`config.mk`:
```
export PLATFORM = sky130hd
export DESIGN_NAME = cond_unit
export DESIGN_NICKNAME = d
export VERILOG_FILES = /design/src/rtl/cond_unit.sv
export SDC_FILE = /design/constraint.sdc
export NUM_CORES = 1
export LEC_CHECK = 0
export CAP_MARGIN = 5
export CORE_AREA = 2 2 39 41
export CTS_CLUSTER_DIAMETER = 80
export CTS_CLUSTER_SIZE = 14
export DETAILED_ROUTE_END_ITERATION = 8
export DIE_AREA = 0 0 41 43
export GPL_TIMING_DRIVEN = 0
export PLACE_DENSITY_LB_ADDON = 0.1
export SKIP_LAST_GASP = 1
export SLEW_MARGIN = 10
export SYNTH_ARGS = -nofsm -noshare
export SYNTH_HDL_FRONTEND = slang
export SYNTH_SLANG_ARGS = --single-unit
```
`constraint.sdc`:
```
create_clock -name clk -period 2 [get_ports clk]
set_input_delay 0.4 -clock clk [delete_from_list [all_inputs] [get_ports clk]]
set_output_delay 0.4 -clock clk [all_outputs]
set_load 0.01 [all_outputs]
```
`src/rtl/cond_unit.sv`:
```
// -----------------------------------------------------------------------------
// cond_unit
//   Consumer end of the ALU flag interface.
//   - Captures the ALU flags into the architectural NZCV register when a
//     flag-setting op executes.
//   - Evaluates a 4-bit B.cond condition code against the effective flags.
//   - Returns a registered branch-taken decision to the PC-select logic.
//
// Parameters
//   BYPASS       1: a same-cycle flag write feeds condition evaluation.
//                0: evaluation always uses the stored flags.
//
// Ports
//   clk          rising-edge clock
//   reset        synchronous active-low reset
//   flags_we     ALU flag-setting op this cycle
//   zero_in      ALU Z flag
//   negative_in  ALU N flag
//   carry_in     ALU C flag
//   overflow_in  ALU V flag
//   eval_valid   evaluate cond this cycle
//   cond         condition code (LEGv8/ARMv8 encoding)
//   flush        squash a same-cycle evaluation
//   nzcv         stored flags {N,Z,C,V}
//   taken        registered branch decision (0 whenever taken_valid is 0)
//   taken_valid  one-cycle pulse qualifying taken
// -----------------------------------------------------------------------------
module cond_unit #(
  parameter bit BYPASS = 1'b1
) (
  input  logic       clk,
  input  logic       reset,
  input  logic       flags_we,
  input  logic       zero_in,
  input  logic       negative_in,
  input  logic       carry_in,
  input  logic       overflow_in,
  input  logic       eval_valid,
  input  logic [3:0] cond,
  input  logic       flush,
  output logic [3:0] nzcv,
  output logic       taken,
  output logic       taken_valid
);

  // Condition decode on a {N,Z,C,V} flag vector.
  function automatic logic decode_cond(input logic [3:0] c, input logic [3:0] f);
    logic n;
    logic z;
    logic cf;
    logic v;
    logic r;
    n  = f[3];
    z  = f[2];
    cf = f[1];
    v  = f[0];
    case (c)
      4'b0000: r = z;
      4'b0001: r = ~z;
      4'b0010: r = cf;
      4'b0011: r = ~cf;
      4'b0100: r = n;
      4'b0101: r = ~n;
      4'b0110: r = v;
      4'b0111: r = ~v;
      4'b1000: r = cf & ~z;
      4'b1001: r = ~(cf & ~z);
      4'b1010: r = (n == v);
      4'b1011: r = (n != v);
      4'b1100: r = ~z & (n == v);
      4'b1101: r = ~(~z & (n == v));
      4'b1110: r = 1'b1;
      4'b1111: r = 1'b1;  // NV behaves as always in ARMv8
      default: r = 1'b0;
    endcase
    return r;
  endfunction

  logic [3:0] nzcv_q;
  logic [3:0] nzcv_d;
  logic       taken_q;
  logic       taken_d;
  logic       taken_valid_q;
  logic       taken_valid_d;
  logic [3:0] in_flags_s;
  logic [3:0] eff_flags_s;
  logic       eval_go_s;

  assign in_flags_s = {negative_in, zero_in, carry_in, overflow_in};
  assign eval_go_s  = eval_valid & ~flush;

  // Select the flags seen by the decoder (forwarded or stored).
  always_comb begin
    eff_flags_s = nzcv_q;
    if (BYPASS && flags_we) begin
      eff_flags_s = in_flags_s;
    end else begin
      eff_flags_s = nzcv_q;
    end
  end

  // Next-state for the flag register and the evaluation stage.
  // Flag inputs and cond only reach state when their enables are high, so
  // undriven values on them cannot leak into the outputs.
  always_comb begin
    nzcv_d        = nzcv_q;
    taken_d       = 1'b0;
    taken_valid_d = 1'b0;
    // flush never blocks a committed flag write
    if (flags_we) begin
      nzcv_d = in_flags_s;
    end else begin
      nzcv_d = nzcv_q;
    end
    if (eval_go_s) begin
      taken_d       = decode_cond(cond, eff_flags_s);
      taken_valid_d = 1'b1;
    end else begin
      taken_d       = 1'b0;
      taken_valid_d = 1'b0;
    end
  end

  // State registers with synchronous active-low reset.
  always_ff @(posedge clk) begin
    if (!reset) begin
      nzcv_q        <= 4'b0000;
      taken_q       <= 1'b0;
      taken_valid_q <= 1'b0;
    end else begin
      nzcv_q        <= nzcv_d;
      taken_q       <= taken_d;
      taken_valid_q <= taken_valid_d;
    end
  end

  assign nzcv        = nzcv_q;
  assign taken       = taken_q;
  assign taken_valid = taken_valid_q;

endmodule

```
==> impl_metrics.py <==
metrics = {
    "sta": {
        "slew_headroom": 0.761,
        "setup_tns_ps": 0,
        "fmax_mhz": 581,
        "period_needed_ps": 1720,
        "slew_violations": 0,
        "grt_setup_unrepaired": "false",
        "hold_violations": 0,
        "finalSetupViolCount": 0,
        "min_period_over_period": 0.861,
        "worst_pin_slew_ps": 348,
        "finClkSkew_ps": 0.474,
    },
    "cells_and_area": {
        "drive_gt1_frac": 0.127,
        "final_cell_mix": "clkdlybuf4s50_1, dfxtp_1, mux2i_1, nand2_1",
        "n_antenna_cell": 0,
        "layout.cells.non_filler": 87,
        "area_growth_syn_to_layout_pct": 40.2,
        "final_common_cell": "clkdlybuf4s50_1",
        "layout.nets": 86,
    },
    "floorplan": {
        "core.rowCount": 14,
        "die_w_um": 41,
        "start_util": 0.328,
        "core_mm2": 0.00138,
        "pin_count": 19,
        "dieHeight_um": 43,
        "die_area_mm2": 0.00176,
    },
    "worst_setup_path": {
        "crit_type": "in2reg",
        "crit_fanout": 2,
        "reg2reg_slack_ps": 580,
        "reg2reg_depth": 5,
        "r2r_start": "nzcv[2]",
        "worst_r2r_endpoint": "taken",
        "crit_path_end_kind": "register",
        "critPathLaunchType": "primary input",
        "critPathArrivalTime_ps": 1890,
        "crit_required_ps": 2160,
    },
    "min_path": {
        "hp-class": "in2reg",
        "whs_path_depth": 3,
        "hold-path-endpoint": "nzcv[2]",
        "min_from": "flags_we",
    },
    "synth": {
        "synth_fp_nets": 67,
        "netlist_area_um2": 454,
        "yosysWarnings": 0,
        "synth_seq_cells": 6,
        "avgSynthCellArea_um2": 8.41,
        "synth_cell_types": 24,
        "yosysSeqAreaShare": 0.264,
        "netlist_instances": 54,
    },
    "place": {
        "dp.cells": 84,
        "dp_hpwl_um": 827,
        "gp_congestion": 0.770,
        "portBuffers": 14,
    },
    "detailed_routing": {
        "via_per_inst": 4.91,
        "drt_first_iter_violations": 8,
        "route.detailed.drc": 0,
        "num_vias": 427,
        "ant_nets": 0,
        "drt_pass1_iterations": 3,
        "wirelength_mm": 1.06,
        "wl_per_cell_um": 12.2,
    },
    "global_routing": {
        "antenna_found_initial": 0,
        "grt_max_degree": 11,
        "grt_pass1_vias": 388,
        "grt_first_pass_wirelength_mm": 1.60,
        "overflow": 0,
        "grt_use_total": 0.138,
    },
    "cts": {
        "cts_buffer_depth": 2,
        "post-cts-setup-buffers": 0,
        "hold_buffers": 0,
        "numCtsBuffers": 3,
        "clock_sinks": 6,
        "clk_pin_slew_ps": 40,
        "ctsResizeCount": 0,
        "cts_tree": "yes",
        "htreeDepth": 1,
        "clockRootBuffer": "clkbuf_4",
        "clock_latency_ps": 240,
    },
    "pwr": {
        "ir_drop_mv": 0.298,
        "p_leak_uw": 0.000238,
        "power_density_mw_per_mm2": 541,
    },
    "job": {
        "maxCapViolCount": 0,
    },
    "run_status": {
        "status": "finished clean",
    },
}
## cell usage after synthesis (all sizes together)
| library cell | count | area share |
|---|---|---|
| a21oi | 2 | 0.022 |
| a22oi | 2 | 0.044 |
| a31oi | 1 | 0.014 |
| a32o | 1 | 0.022 |
| a41oi | 1 | 0.036 |
| and3b | 1 | 0.019 |
| buf | 3 | 0.047 |
| clkbuf | 1 | 0.0083 |
| dfxtp | 6 | 0.26 |
| inv | 2 | 0.017 |
| mux2i | 5 | 0.11 |
| nand2 | 5 | 0.041 |
| nand3b | 1 | 0.017 |
| nand4b | 2 | 0.039 |
| nor2 | 3 | 0.025 |
| nor2b | 5 | 0.085 |
| nor3 | 3 | 0.033 |
| nor4b | 1 | 0.019 |
| o21ai | 4 | 0.044 |
| or4 | 1 | 0.017 |
| xnor2 | 4 | 0.077 |
## cells by family after synthesis
family	after synthesis	share of synthesized area
AOI/OAI and AO/OA	11	0.182
xor gates and xnor gates	4	0.0771
buffers and inverters	6	0.0716
DFF	6	0.264
muxes	5	0.110
and+or+nand+nor	22	0.295
## area by class of cell
class                   instances  area [um2]
inverters                       2        7.51
repair buffers                 14         140
fillers                       148         747
plain buffers                   4        25.0
multi-input cells              42         302
flip-flops and latches          6         120
well taps                      16        20.0
clock buffers                   3        22.5
## flip-flops by register name, indices dropped and copies added, names as in the netlist
| name | count |
|---|---|
| nzcv | 4 |
| taken | 1 |
| taken_valid | 1 |
## worst max-delay path by stage
stage / cells past startpoint / from / end
after detailed placement: 6 / zero_in / taken
final: 6 / zero_in / taken
after global routing: 6 / zero_in / taken
after floorplan: 6 / flags_we / taken
after global placement: 6 / zero_in / taken
after CTS: 6 / zero_in / taken
## per-stage QoR
step / power, uW / cell area [um2] / util / worst slack [ps] / hold WS, ps
floorplan: 194 / 454 / - / 443 / 528
global placement: 237 / 614 / 0.444 / 26.8 / 607
detailed placement: 237 / 614 / 0.444 / 38.6 / 624
CTS: 350 / 637 / 0.460 / 278 / 539
global route: 369 / 637 / 0.460 / 236 / 594
finish: 345 / 637 / 0.460 / 278 / 534
## per-layer routing
layer	share of wire	GRT usage	up-vias	wire length, um
met3	0.041	0.0157	0	43
met4	0	0.100	0	0
li1	-	-	228	-
met1	0.51	0.188	188	537
met2	0.45	0.191	11	478
met5	0	0	-	0
## critical path, stage by stage
cell and delay (ps):
clkdlybuf4s50_1 470, nor2b_4 140, a22oi_2 80, or4_1 400, a32o_1 270, a41oi_2 120
## where the power goes
part | internal, uW | switching, uW | total, uW
clock network | 67.8 | 42.1 | 110
logic | 56.2 | 47.5 | 104
registers | 127 | 4.72 | 131
Power figures use the tool's default switching activity.
